File: src/rtl/cas_player.sv
// cas_player: cassette playback transmitter.
// Serialises bytes from a valid/ready stream LSB-first as FSK square waves.
// Each bit is one full period: high for H cycles, then low for H cycles,
// where H depends on the bit value. A holding register lets the next byte
// be reloaded on the same edge that the last low half ends, so consecutive
// bytes play without a gap.
module cas_player #(
  parameter int unsigned HALF_0 = 23863,
  parameter int unsigned HALF_1 = 11932
) (
  input  logic       clk,
  input  logic       reset,
  input  logic       motor,
  input  logic [7:0] byte_data,
  input  logic       byte_valid,
  output logic       byte_ready,
  output logic       casdout,
  output logic       busy
);

  typedef enum logic [1:0] {
    ST_IDLE = 2'd0,
    ST_HIGH = 2'd1,
    ST_LOW  = 2'd2
  } state_t;

  localparam logic [15:0] H0_M1 = 16'(HALF_0 - 1);
  localparam logic [15:0] H1_M1 = 16'(HALF_1 - 1);

  // Half-period reload value (H - 1) for a given bit value.
  function automatic logic [15:0] half_m1(input logic bit_v);
    return bit_v ? H1_M1 : H0_M1;
  endfunction

  state_t      state_r, state_s;
  logic [15:0] cnt_r, cnt_s;
  logic [7:0]  shf_r, shf_s;
  logic [2:0]  bitn_r, bitn_s;
  logic [7:0]  hold_r, hold_s;
  logic        hold_full_r, hold_full_s;
  logic        casdout_r, casdout_s;
  logic        byte_ready_r;
  logic        busy_r;
  logic        load_now_s;
  logic        accept_s;

  // Next-state, counter, shifter and output-level decode.
  always_comb begin
    state_s    = state_r;
    cnt_s      = cnt_r;
    shf_s      = shf_r;
    bitn_s     = bitn_r;
    casdout_s  = casdout_r;
    load_now_s = 1'b0;
    case (state_r)
      ST_IDLE: begin
        casdout_s = 1'b0;
        if (motor && hold_full_r) begin
          load_now_s = 1'b1;
        end else begin
          state_s = ST_IDLE;
        end
      end
      ST_HIGH: begin
        if (!motor) begin
          state_s   = ST_IDLE;
          casdout_s = 1'b0;
        end else if (cnt_r != 16'd0) begin
          cnt_s = cnt_r - 16'd1;
        end else begin
          casdout_s = 1'b0;
          cnt_s     = half_m1(shf_r[0]);
          state_s   = ST_LOW;
        end
      end
      ST_LOW: begin
        if (!motor) begin
          state_s   = ST_IDLE;
          casdout_s = 1'b0;
        end else if (cnt_r != 16'd0) begin
          cnt_s = cnt_r - 16'd1;
        end else if (bitn_r != 3'd7) begin
          shf_s     = shf_r >> 1;
          bitn_s    = bitn_r + 3'd1;
          cnt_s     = half_m1(shf_r[1]);
          casdout_s = 1'b1;
          state_s   = ST_HIGH;
        end else if (hold_full_r) begin
          load_now_s = 1'b1;
        end else begin
          state_s   = ST_IDLE;
          casdout_s = 1'b0;
        end
      end
      default: begin
        state_s   = ST_IDLE;
        casdout_s = 1'b0;
      end
    endcase
    // A reload from the holding register starts the first high half at once.
    if (load_now_s) begin
      shf_s     = hold_r;
      bitn_s    = 3'd0;
      cnt_s     = half_m1(hold_r[0]);
      casdout_s = 1'b1;
      state_s   = ST_HIGH;
    end else begin
      shf_s = shf_s;
    end
  end

  // Holding register: an accept on the load edge wins, since hold is read before it is overwritten.
  always_comb begin
    accept_s    = byte_valid & byte_ready_r;
    hold_s      = hold_r;
    hold_full_s = hold_full_r;
    if (accept_s) begin
      hold_s      = byte_data;
      hold_full_s = 1'b1;
    end else if (load_now_s) begin
      hold_full_s = 1'b0;
    end else begin
      hold_full_s = hold_full_r;
    end
  end

  // State and output registers with synchronous active-low reset.
  always_ff @(posedge clk) begin
    if (!reset) begin
      state_r      <= ST_IDLE;
      cnt_r        <= 16'd0;
      shf_r        <= 8'd0;
      bitn_r       <= 3'd0;
      hold_r       <= 8'd0;
      hold_full_r  <= 1'b0;
      casdout_r    <= 1'b0;
      byte_ready_r <= 1'b0;
      busy_r       <= 1'b0;
    end else begin
      state_r      <= state_s;
      cnt_r        <= cnt_s;
      shf_r        <= shf_s;
      bitn_r       <= bitn_s;
      hold_r       <= hold_s;
      hold_full_r  <= hold_full_s;
      casdout_r    <= casdout_s;
      byte_ready_r <= ~hold_full_s;
      busy_r       <= (state_s != ST_IDLE);
    end
  end

  assign byte_ready = byte_ready_r;
  assign casdout    = casdout_r;
  assign busy       = busy_r;

endmodule

File: config.mk
export PLATFORM = sky130hd
export DESIGN_NAME = cas_player
export DESIGN_NICKNAME = d
export VERILOG_FILES = /design/src/rtl/cas_player.sv
export SDC_FILE = /design/constraint.sdc
export NUM_CORES = 1
export LEC_CHECK = 0
export BUFFER_PORTS_ARGS = -buffer_cell sky130_fd_sc_hd__clkbuf_2
export CORE_MARGIN = 1
export CORE_UTILIZATION = 50
export CTS_CLUSTER_DIAMETER = 50
export DETAILED_ROUTE_END_ITERATION = 10
export PLACE_DENSITY = 0.76
export SETUP_SLACK_MARGIN = 0.4
export SLEW_MARGIN = 20
export SYNTH_ARGS = -nofsm -noshare
export SYNTH_HDL_FRONTEND = slang
export SYNTH_SLANG_ARGS = --single-unit
File: constraint.sdc
create_clock -name clk -period 2.2 [get_ports clk]
set_clock_uncertainty 0.05 [all_clocks]
set_input_delay 0.33 -clock clk [delete_from_list [all_inputs] [get_ports clk]]
set_output_delay 0.33 -clock clk [all_outputs]
set_load 0.005 [all_outputs]
After elaboration in Yosys (flattened, before gate mapping) --
Index checks and enable logic that the tools add are counted.
Operators by class: reductions and logical operators 13, mux-type cells 40, add/subtract/negate cells 2, equality and inequality tests 10, bitwise logic cells 4
Operator list (number):
- two-way mux 16 bit | 6
- two-way mux 15 bit | 3
- two-way mux 8 bit | 5
- one-hot mux 16 bit (2 select lines) | 1
- two-way mux 2 bit | 8
- nonzero test 16 bit | 1
- subtractor 16 x 1 -> 16 bit, second input constant | 1
- two-way mux 1 bit | 14
- != test 4 bit, second input constant | 3
- AND reduction 4 bit | 3
- != test 3 bit, second input constant | 3
- nonzero test 2 bit | 4
- one-hot mux 2 bit (3 select lines) | 1
- != test 5 bit, second input constant | 1
- one-hot mux 1 bit (2 select lines) | 2
- adder 3 x 1 -> 3 bit, second input constant | 1
- NOT 1 bit | 3
- AND reduction 3 bit | 1
- nonzero test 3 bit | 1
- equality test 2 x 1 -> 1 bit, second input constant | 1
- equality test 2 bit, second input constant | 1
- logical NOT 2 bit | 1
- != test 2 bit, second input constant | 1
- OR reduction 2 bit | 1
- other kinds (2) | 2
Storage, ports and cells: word-level logic and storage cells 78, register bits 41, output and inout port bits 3, input bits 12

Logic depth before layout (Yosys ltp) --
Gate-level depths: netlist of run 1.
depth in word-level cells 8, mapped depth 9, mapped depth without buffers 7

Worst setup path after synthesis of run 1 --
Ideal clock, no wire load.
kind register -> register, start point reg cnt_r[0], end point reg bitn_r[1], arrival time 1945 ps, setup slack 91 ps, clock period less this slack 2109 ps, cell stages (with the launch flop) 9, buffers on the path 1, required time 2036 ps, setup time 114 ps, cells stage by stage dfxtp_1 > inv_1 > ha_1 > nor3b_2 > nand4_2 > or4b_1 > buf_2 > mux2i_1 > nor2_1
On the way: longest elaborated chain between the ends 5, elaborated cells on any way between the ends 7, those cells by class mux (3); bitwise (1); reduce/logical (3)
Ends and longest elaborated chain:
- start, declared | line 36 | logic [15:0] cnt_r, cnt_s;
- start signal, assigned | line 141 | cnt_r <= cnt_s;
- nonzero test 16 bit (*) | line 80 | end else if (cnt_r != 16'd0) begin
- two-way mux 1 bit | line 80
- two-way mux 1 bit | line 77 | if (!motor) begin
- one-hot mux 1 bit (2 select lines) | line 55 | case (state_r)
- OR reduction 2 bit (no line)
- end signal, assigned | line 143 | bitn_r <= bitn_s;
- end, declared | line 38 | logic [2:0] bitn_r, bitn_s;
Mark *: on every way between the ends. The rest lies on a longest branch, timed or not. A chain may end at the register's enable or synchronous reset.

Final worst setup path of run 1 --
start point reg cnt_r[5], end point reg cnt_r[0]
On the way: longest elaborated chain between the ends 6, elaborated cells on any way between the ends 15, those cells by class eq/ne (3); mux (9); reduce/logical (3)
Ends and longest elaborated chain (line):
- nonzero test 16 bit (*) | 68, 80
- two-way mux 1 bit | 80
- two-way mux 1 bit | 77
- one-hot mux 1 bit (2 select lines) | 55
- != test 4 bit (no line) (tied with other cells)
- AND reduction 4 bit (no line)
Mark *: on every way between the ends. The rest lies on a longest branch, timed or not. The select of a mux whose other input is x is not followed.

==> out/qor.txt, run 1 <==
CRITICAL PATH
--------------------------------------------------------------------------------------------------
Crit path required time                                                                    2330 ps
Biggest fanout along the worst timing path                                                       5
Sequence of cells on the critical path                                                or4_4, buf_6, nor3_4, a31oi_4, buf_6, buf_6, o21ai_1, a21oi_1
Cell family contributing the most delay on the critical path                          simple AND/OR/NAND/NOR gates
WP data arrival                                                                            2330 ps
Cell count of the worst reg-to-reg path                                                          8
Worst setup path class                                                                  reg -> reg
Type of element capturing the critical path                                               register
Cell repeated most along the worst path                                                      buf_6
Number of buffers and inverters on the critical path                                             3
Stages on the worst setup path                                                                   8
Register-to-register setup slack                                                              6 ps
Delay of the slowest cell on the worst path                                                 600 ps
Kind of launch point of the worst setup path                                              register
Critical register-to-register path startpoint                                             cnt_r[5]
Master of the slowest instance on the critical path                                          or4_4
Crit Reg-Reg Endpoint                                                                     cnt_r[0]

STA
--------------------------------------------------------------------------------------------------
Setup repair after global routing missed its margin                                            yes
Final Critical Period                                                                      2190 ps
Max-slew headroom                                                                            0.487
Fraction of the cycle the final worst path needs                                             0.997
Max frequency                                                                              456 MHz
Final hold viol count                                                                            0
Final setup vio count                                                                            0
Setup slack after layout                                                                   5.91 ps
Summed negative setup slack over all endpoints                                                0 ps
Slew at the pin closest to its max-slew limit                                               765 ps
Count of pins over their slew limit                                                              0

LOGIC SYNTHESIS
--------------------------------------------------------------------------------------------------
#FFs+latches synth                                                                              41
Proportion of synthesized chip area in sequential cells                                      0.366
Cell types with the largest area share after synthesis                                dfxtp_1 37%, nand2_1 7.2%, a21oi_1 4.2%
Number of enable flip-flop cells after synthesis                                                 0
Per-instance average area after synthesis                                               8.73 sq um
Distinct cell type count after synthesis                                                        62
Asr flop ratio synth                                                                             0
Synthesized netlist cell count                                                                 257
Syn Nets                                                                                       272
Yosys top cell by area                                                                     dfxtp_1
Number of warning messages in the yosys log                                                      0
Most used flip-flop cell after synthesis                                                   dfxtp_1
Top cell type's share of synthesized area                                                    0.366
Syn Std Cell Area                                                                       2240 sq um

CTS
--------------------------------------------------------------------------------------------------
Clk_lat worst skew                                                                          290 ps
Maximum count of clock buffers along a single path                                               2
Cts bufs inserted                                                                                5
Number of sinks on the clock net                                                                41
TritonCTS clock tree                                                                         built
Clk root buf                                                                              clkbuf_8
Number of H-tree levels                                                                          2
Clock transition time at the flip-flop clock pins of the worst setup and hold paths          80 ps

FINAL LAYOUT
--------------------------------------------------------------------------------------------------
Area grow syn2layout                                                                         42.4%
Proportion of layout cells with a drive suffix above 1                                       0.463
Number of standard cells in the layout, taps in and fillers out                                370
Fill cell count                                                                                246
Area of the multi-input gates                                                           1570 sq um
Number of nets in the final layout                                                             334
Footprint of the flip-flops and latches                                                  846 sq um
Leading cell types in the layout, fill and taps excluded                              42 x nand2_1, 40 x buf_4, 31 x dfxtp_1
Number of diodes                                                                                 0
Commonest non-fill, non-tap cell in the layout                                             nand2_1

DRT
--------------------------------------------------------------------------------------------------
Detailed-route wire length per cell                                                   20.6 microns
WL final                                                                              7620 microns
Number of search-and-repair iterations in the first detailed-routing pass                        5
Ratio of routed vias to standard cells                                                        6.46
Count of routing violations after the opening detailed-route iteration                         250
Number of remaining DRC errors                                                                   0
Number of nets with antenna violations after detailed routing                                    0
DR vias                                                                                       2390

GLOBAL ROUTE
--------------------------------------------------------------------------------------------------
GR Overflow Total                                                                                0
Pin count of the biggest net entering global routing                                            28
Wire length of the first global-routing pass                                          10400 microns
Number of antenna violations at the first check in global routing                                0
Combined global-route utilization of all metal layers                                        0.304
Vias in the first global route                                                                2149

FLOORPLANNING
--------------------------------------------------------------------------------------------------
Area of the placeable core                                                              4140 sq um
Effective utilization at floorplan                                                           0.541
Die outline area                                                                        4760 sq um
Height of the die                                                                     69.0 microns
Site row count                                                                                  23
Number of placed I/O pins                                                                       15
Chip width                                                                            69.0 microns

PLACEMENT
--------------------------------------------------------------------------------------------------
Worst setup slack before clock tree synthesis                                              69.9 ps
Global placement routability congestion                                                      0.916
HPWL after detailed placement                                                         3700 microns
Placed Instances                                                                               318
Buffers added on ports                                                                          14

HOLD PATH
--------------------------------------------------------------------------------------------------
Worst hold stages                                                                                3
Hold Path End                                                                            hold_r[0]
Worst min path class                                                                     in -> reg
Hold Crit Start                                                                       byte_data[0]

OUTCOME
--------------------------------------------------------------------------------------------------
Outcome                                                                               finished clean

POWER AND IR DROP
--------------------------------------------------------------------------------------------------
Power per unit of standard cell area                                                   885 nW/um^2
Leakage power                                                                              1.26 nW
Maximum vdd drop                                                                            445 uV

RUN
--------------------------------------------------------------------------------------------------
Number of maximum-capacitance constraint violations                                              0

power breakdown:
part	total [W]	internal [W]	leakage (nW)	switching (W)
Combinational	0.00136	0.000647	0.864	0.000711
Clock	0.000618	0.000340	0.0543	0.000279
Sequential	0.000852	0.000789	0.340	0.0000638
Total	0.00283	0.00178	1.26	0.00105
cells by family (layout without fill, tap and decap cells):
group | Yosys count | after routing | share of synthesized area
AO/OA/AOI/OAI | 72 | 72 | 0.233
XOR/XNOR | 4 | 4 | 0.0156
adder cells (fa/ha/maj) | 3 | 3 | 0.0167
buffers and inverters | 22 | 85 | 0.0597
flip-flops | 41 | 41 | 0.366
multiplexers | 3 | 3 | 0.0139
AND/OR/NAND/NOR | 112 | 112 | 0.295
registers in the layout, indices dropped and copies added, names as in the netlist:
signal	count
bitn_r	3
casdout	1
hold_r	8
busy	1
cnt_r	16
hold_full_r	1
byte_ready	1
state_r	2
shf_r	8
synthesized netlist by cell type (all sizes together), types with 2 or more instances:
library cell  number
inv                6
a311oi             4
xnor2              3
dfxtp             41
o221a              2
and3               4
o31ai              2
nand4              2
buf               10
a211oi             2
nor4               8
nor3              17
clkbuf             5
nand2b             3
or2                2
o32ai              5
o31a               3
a211o              3
o21ai             13
and2               3
nor3b              2
nand2             43
ha                 3
mux2i              2
nor2              11
a31oi              8
o21a               5
a21oi             20
nand3              5
or4                4
layout make-up:
type | count | area share
clock inverters | 3 | 0.0145
flip-flops and latches | 41 | 0.265
clock buffers | 5 | 0.0215
repair buffers | 70 | 0.179
inverters | 7 | 0.00901
multi-input cells | 194 | 0.491
well taps | 50 | 0.0196
metrics by stage:
step	area (sq um)	utilization	hold WS (ps)	power [W]
6_report	3200	0.771	195	0.00283
3_5_place_dp	2430	0.588	399	0.00164
4_1_cts	2940	0.708	193	0.00250
5_1_grt	3200	0.771	204	0.00293
3_3_place_gp	2430	0.588	395	0.00163
2_1_floorplan	2320	-	382	0.00145
repair_timing:
item,in CTS,in global routing
endpoints found under the setup margin,33,33
cloned,3,1
pin swaps,20,17
gates resized for setup,45,33
setup buffers,23,17
hold buffers,0,0
how the worst max path moves through the flow:
stage	from	to	slack, ps
after global routing	cnt_r[5]	cnt_r[0]	-40
after detailed placement	cnt_r[9]	cnt_r[6]	70
after global placement	cnt_r[9]	shf_r[7]	120
final	cnt_r[5]	cnt_r[0]	6
after floorplan	cnt_r[4]	cnt_r[6]	210
after CTS	cnt_r[5]	shf_r[2]	120
per-layer routing:
metal	wire length, microns	vias up	share of wire	global-route usage
li1	-	1079	-	-
met1	2980	1141	0.39	0.364
met2	3640	131	0.48	0.512
met3	622	39	0.082	0.0724
met4	379	0	0.050	0.135
met5	0	-	0	0
worst register-to-register path, stage by stage, from the launching register on:
cell     delay, ps
dfxtp_4        350
or4_4          600
buf_6          160
nor3_4         260
a31oi_4        180
buf_6          160
buf_6          120
o21ai_1        140
a21oi_1         50
No activity file was read; power rests on OpenSTA's default activity.
==> inputs of run 2 (changes only) <==
RECOVER_POWER = 25   (was not set)
==> out/qor.txt, run 2 (synthesis gave the netlist of run 1 again) <==
FINAL LAYOUT
--------------------------------------------------------------------------------------------------
Proportion of layout cells with a drive suffix above 1                                       0.456
Number of nets in the final layout                                                             334
Number of flip-flops in the largest register                                                    16
Number of standard cells in the layout, taps in and fillers out                                370
Area grow syn2layout                                                                         42.3%
Leading cell types in the layout, fill and taps excluded                              42 x nand2_1, 40 x buf_4, 31 x dfxtp_1
Number of diodes                                                                                 0
Fill cell count                                                                                248
Largest register by flop count                                                               cnt_r
Commonest non-fill, non-tap cell in the layout                                             nand2_1
Top Registers                                                                         cnt_r x16, hold_r x8, shf_r x8

GLOBAL ROUTE
--------------------------------------------------------------------------------------------------
GR Overflow Total                                                                                0
Combined global-route utilization of all metal layers                                        0.304
Vias in the first global route                                                                2149
Wire length of the first global-routing pass                                          10400 microns
Pin count of the biggest net entering global routing                                            28
Number of antenna violations at the first check in global routing                                0

FLOORPLANNING
--------------------------------------------------------------------------------------------------
Area of the placeable core                                                              4140 sq um
Height of the die                                                                     69.0 microns
Die outline area                                                                        4760 sq um
Effective utilization at floorplan                                                           0.541
Number of placed I/O pins                                                                       15
Chip width                                                                            69.0 microns
Site row count                                                                                  23

DRT
--------------------------------------------------------------------------------------------------
Count of routing violations after the opening detailed-route iteration                         249
Number of nets with antenna violations after detailed routing                                    0
Number of remaining DRC errors                                                                   0
DR vias                                                                                       2364
Detailed-route wire length per cell                                                   20.6 microns
Ratio of routed vias to standard cells                                                        6.39
WL final                                                                              7630 microns
Number of search-and-repair iterations in the first detailed-routing pass                        4

CTS
--------------------------------------------------------------------------------------------------
Maximum count of clock buffers along a single path                                               2
Cts bufs inserted                                                                                5
Clock transition time at the flip-flop clock pins of the worst setup and hold paths          80 ps
Number of sinks on the clock net                                                                41
Clk root buf                                                                              clkbuf_8
Clk_lat worst skew                                                                          290 ps
Number of H-tree levels                                                                          2
TritonCTS clock tree                                                                         built

STA
--------------------------------------------------------------------------------------------------
Count of pins over their slew limit                                                              0
Setup repair after global routing missed its margin                                            yes
Final setup vio count                                                                            0
Max-slew headroom                                                                            0.487
Fraction of the cycle the final worst path needs                                             0.996
Final hold viol count                                                                            0
Slew at the pin closest to its max-slew limit                                               764 ps
Final Critical Period                                                                      2190 ps
Max frequency                                                                              456 MHz

OUTCOME
--------------------------------------------------------------------------------------------------
Outcome                                                                               finished clean

CRITICAL PATH
--------------------------------------------------------------------------------------------------
WP data arrival                                                                            2320 ps
Crit path required time                                                                    2330 ps
Worst setup path class                                                                  reg -> reg
Cell count of the worst reg-to-reg path                                                          8
Biggest fanout along the worst timing path                                                       5
Type of element capturing the critical path                                               register
Kind of launch point of the worst setup path                                              register

HOLD PATH
--------------------------------------------------------------------------------------------------
Worst hold stages                                                                                3
Worst min path class                                                                     in -> reg

POWER AND IR DROP
--------------------------------------------------------------------------------------------------
Leakage power                                                                              1.25 nW
Overall power                                                                            0.00283 W
Power per unit of standard cell area                                                   886 nW/um^2
Maximum vdd drop                                                                            444 uV

PLACEMENT
--------------------------------------------------------------------------------------------------
Buffers added on ports                                                                          14
HPWL after detailed placement                                                         3700 microns
Global placement routability congestion                                                      0.916
Placed Instances                                                                               318

RUN
--------------------------------------------------------------------------------------------------
Number of maximum-capacitance constraint violations                                              0

run 2: cell counts in the layout (fill, tap and decap cells not counted):
No cell type changed its count.
run 2: through the flow:
stage / instance area (sq um) / utilization / worst slack, ps / hold WS [ps] / setup TNS, ps
finish: 3190 / 0.771 / 9.37 / 195 / 0
global route: 3190 / 0.771 / -42.1 / 204 / -265
CTS: 2940 / 0.708 / 120 / 193 / 0
detailed placement: 2430 / 0.588 / 69.9 / 399 / 0
global placement: 2430 / 0.588 / 117 / 395 / 0
floorplan: 2320 / - / 212 / 382 / 0
run 2: per-layer routing:
| layer | routed length (microns) | track usage | up-vias | part of all wire |
|---|---|---|---|---|
| li1 | - | - | 1079 | - |
| met1 | 3040 | 0.364 | 1147 | 0.40 |
| met3 | 569 | 0.0724 | 34 | 0.075 |
| met5 | 0 | 0 | - | 0 |
| met2 | 3680 | 0.512 | 104 | 0.48 |
| met4 | 344 | 0.135 | 0 | 0.045 |
run 2: worst paths after layout:
| check | slack (ps) | startpoint | to |
|---|---|---|---|
| setup / recovery | 9 | cnt_r[5] | cnt_r[0] |
| hold / removal | 190 | byte_data[0] | hold_r[0] |
| setup reg to reg | 9 | cnt_r[5] | cnt_r[0] |
| hold reg to reg | 420 | hold_r[2] | hold_r[2] |
run 2: report_power, final:
group	internal [W]	switching (W)	leakage [nW]
sequential	0.000789	0.0000636	0.340
clock	0.000340	0.000278	0.0543
combinational	0.000646	0.000712	0.857
run 2: final cells by class:
class / instances / area, sq um / area share
multi-input cells: 194 / 1570 / 0.492
flip-flops and latches: 41 / 846 / 0.265
repair buffers: 70 / 571 / 0.179
clock buffers: 5 / 68.8 / 0.0216
well taps: 50 / 62.6 / 0.0196
clock inverters: 3 / 46.3 / 0.0145
inverters: 7 / 28.8 / 0.00901
run 2: worst max-delay path, stage by stage, from the launching register on:
cell and delay (ps):
dfxtp_4 350, or4_4 600, buf_6 160, nor3_4 260
a31oi_4 180, buf_6 170, buf_6 120, o21ai_1 130
a21oi_1 50
run 2: what timing repair did:
item                                    in CTS  in global routing
endpoints found under the setup margin      33                 33
cloned                                       3                  1
resized for setup                           45                 33
buffers inserted                            23                 17
hold buffers                                 0                  0
pin swaps                                   20                 17
==> inputs of run 3 (changes only) <==
CORE_MARGIN = 5   (was 1)
==> out/qor.txt, run 3 (synthesis gave the netlist of run 1 again) <==
OUTCOME
--------------------------------------------------------------------------------------------------
Outcome                                                                               finished clean

FINAL LAYOUT
--------------------------------------------------------------------------------------------------
Number of diodes                                                                                 0
Largest register by flop count                                                               cnt_r
Fin area                                                                                3040 sq um
Area grow syn2layout                                                                         35.6%
Top Registers                                                                         cnt_r x16, hold_r x8, shf_r x8
Number of flip-flops in the largest register                                                    16
Number of nets in the final layout                                                             322
Utilization after layout                                                                     0.699
Leading cell types in the layout, fill and taps excluded                              42 x nand2_1, 33 x buf_4, 32 x dfxtp_1
Proportion of layout cells with a drive suffix above 1                                       0.425
Fill cell count                                                                                324
Number of standard cells in the layout, taps in and fillers out                                360
Commonest non-fill, non-tap cell in the layout                                             nand2_1

CTS
--------------------------------------------------------------------------------------------------
TritonCTS clock tree                                                                         built
Cts bufs inserted                                                                                5
Number of sinks on the clock net                                                                41
Number of H-tree levels                                                                          2
Cts-stage hold buffer count                                                                      0
Maximum count of clock buffers along a single path                                               2
Clock transition time at the flip-flop clock pins of the worst setup and hold paths          90 ps
Clk root buf                                                                              clkbuf_8
Clk_lat worst skew                                                                          310 ps

CRITICAL PATH
--------------------------------------------------------------------------------------------------
WP data arrival                                                                            2320 ps
Biggest fanout along the worst timing path                                                       4
Crit path required time                                                                    2340 ps
Kind of launch point of the worst setup path                                              register
Type of element capturing the critical path                                               register
Origin of the worst setup path                                                            cnt_r[9]
Worst setup path class                                                                  reg -> reg
Cell count of the worst reg-to-reg path                                                          7
Critical register-to-register path startpoint                                             cnt_r[9]

STA
--------------------------------------------------------------------------------------------------
Slew at the pin closest to its max-slew limit                                               538 ps
Max frequency                                                                              460 MHz
Summed negative setup slack over all endpoints                                                0 ps
Setup repair after global routing missed its margin                                            yes
Final hold viol count                                                                            0
Fraction of the cycle the final worst path needs                                             0.989
Final setup vio count                                                                            0
Setup slack after layout                                                                   23.8 ps
Max-slew headroom                                                                            0.638
Count of pins over their slew limit                                                              0
Final Critical Period                                                                      2180 ps

POWER AND IR DROP
--------------------------------------------------------------------------------------------------
Clock power share                                                                            0.203
Maximum vdd drop                                                                            448 uV
Sw Ratio                                                                                     0.386
Net Switching                                                                           0.000992 W
Internal power of the cells                                                              0.00158 W
Part of the power in registers                                                               0.331
Power per unit of standard cell area                                                   844 nW/um^2
Leakage power                                                                              1.19 nW
Proportion of power drawn by combinational gates                                             0.466

DRT
--------------------------------------------------------------------------------------------------
Number of nets with antenna violations after detailed routing                                    0
Ratio of routed vias to standard cells                                                        6.21
Top routing layer in use                                                                      met4
Count of routing violations after the opening detailed-route iteration                         202
WL final                                                                              6710 microns
Routed met3 length                                                                     267 microns
Number of remaining DRC errors                                                                   0
DR vias                                                                                       2234
Total routed wire length on the met1 layer                                            2770 microns
Metal2 WL                                                                             3420 microns
Number of search-and-repair iterations in the first detailed-routing pass                        4
Detailed-route wire length per cell                                                   18.6 microns

FLOORPLANNING
--------------------------------------------------------------------------------------------------
Number of placed I/O pins                                                                       15
Chip width                                                                            77.0 microns
Area of the placeable core                                                              4350 sq um
Die outline area                                                                        5930 sq um
Site row count                                                                                  24
Height of the die                                                                     77.0 microns
Effective utilization at floorplan                                                           0.515

PLACEMENT
--------------------------------------------------------------------------------------------------
Global placement routability congestion                                                      0.888
Buffers added on ports                                                                          14
Placed Instances                                                                               325
Worst setup slack before clock tree synthesis                                              38.3 ps
Instance area after placement                                                           2470 sq um
HPWL after detailed placement                                                         3760 microns

HOLD PATH
--------------------------------------------------------------------------------------------------
Worst min path class                                                                     in -> reg
Hold Crit Start                                                                       byte_data[2]
Worst hold stages                                                                                3

GLOBAL ROUTE
--------------------------------------------------------------------------------------------------
Pin count of the biggest net entering global routing                                            20
Vias in the first global route                                                                2101
GR Overflow Total                                                                                0
Number of antenna violations at the first check in global routing                                0
Wire length of the first global-routing pass                                          9730 microns
Combined global-route utilization of all metal layers                                        0.202

RUN
--------------------------------------------------------------------------------------------------
Number of maximum-capacitance constraint violations                                              0

[run 3: changes by cell type in the layout (fill, tap and decap cells not counted), moves of 3 or more]
cell and delta:
a21oi_1 -3, a21oi_2 +3, buf_6 -6, buf_4 -7
o21ai_2 -3
[run 3: layer usage]
metal  global-route usage  vias up
li1                     -     1054
met1                0.240     1092
met2                0.338       66
met3               0.0422       22
met4                0.110        0
met5                    0        -
[run 3: final timing paths]
| check | endpoint | slack (ps) |
|---|---|---|
| max reg2reg | cnt_r[5] | 20 |
| min | hold_r[2] | 180 |
| min reg2reg | hold_r[7] | 410 |
| max | cnt_r[5] | 20 |
[run 3: cell type report]
type                       instances  area [sq um]  area share
multi-input combinational        194          1550       0.508
inverter                           7          26.3     0.00863
clock inverter                     3          22.5     0.00740
tap                               52          65.1      0.0214
clock buffer                       5          68.8      0.0226
sequential                        41           842       0.277
timing repair buffer              58           472       0.155
[run 3: worst max-delay path, cell delays in order, from the launching register on]
cell and delay [ps]:
dfxtp_4 370, or4_4 610, nor4_4 320, buf_6 170, buf_6 120, nor4_1 50, nor3_1 260, o32ai_1 120
[run 3: stage by stage]
step	hold WS, ps	power (W)
global route	193	0.00268
floorplan	382	0.00145
CTS	183	0.00229
finish	179	0.00257
detailed placement	395	0.00165
global placement	390	0.00164
[run 3: timing repair]
action | CTS | global route
buffers inserted | 14 | 10
gates cloned | 1 | 2
gates resized for setup | 19 | 46
endpoints found under the setup margin | 33 | 33
pin swaps | 6 | 27
[run 3: power groups by stage]
| stage | clock (W) | sequential (W) | combinational [W] |
|---|---|---|---|
| 2_1_floorplan | 0 | 0.000849 | 0.000603 |
| 3_3_place_gp | 0 | 0.000859 | 0.000781 |
| 3_5_place_dp | 0 | 0.000862 | 0.000792 |
| 4_1_cts | 0.000524 | 0.000845 | 0.000924 |
| 5_1_grt | 0.000567 | 0.000856 | 0.00126 |
| 6_report | 0.000521 | 0.000849 | 0.00120 |
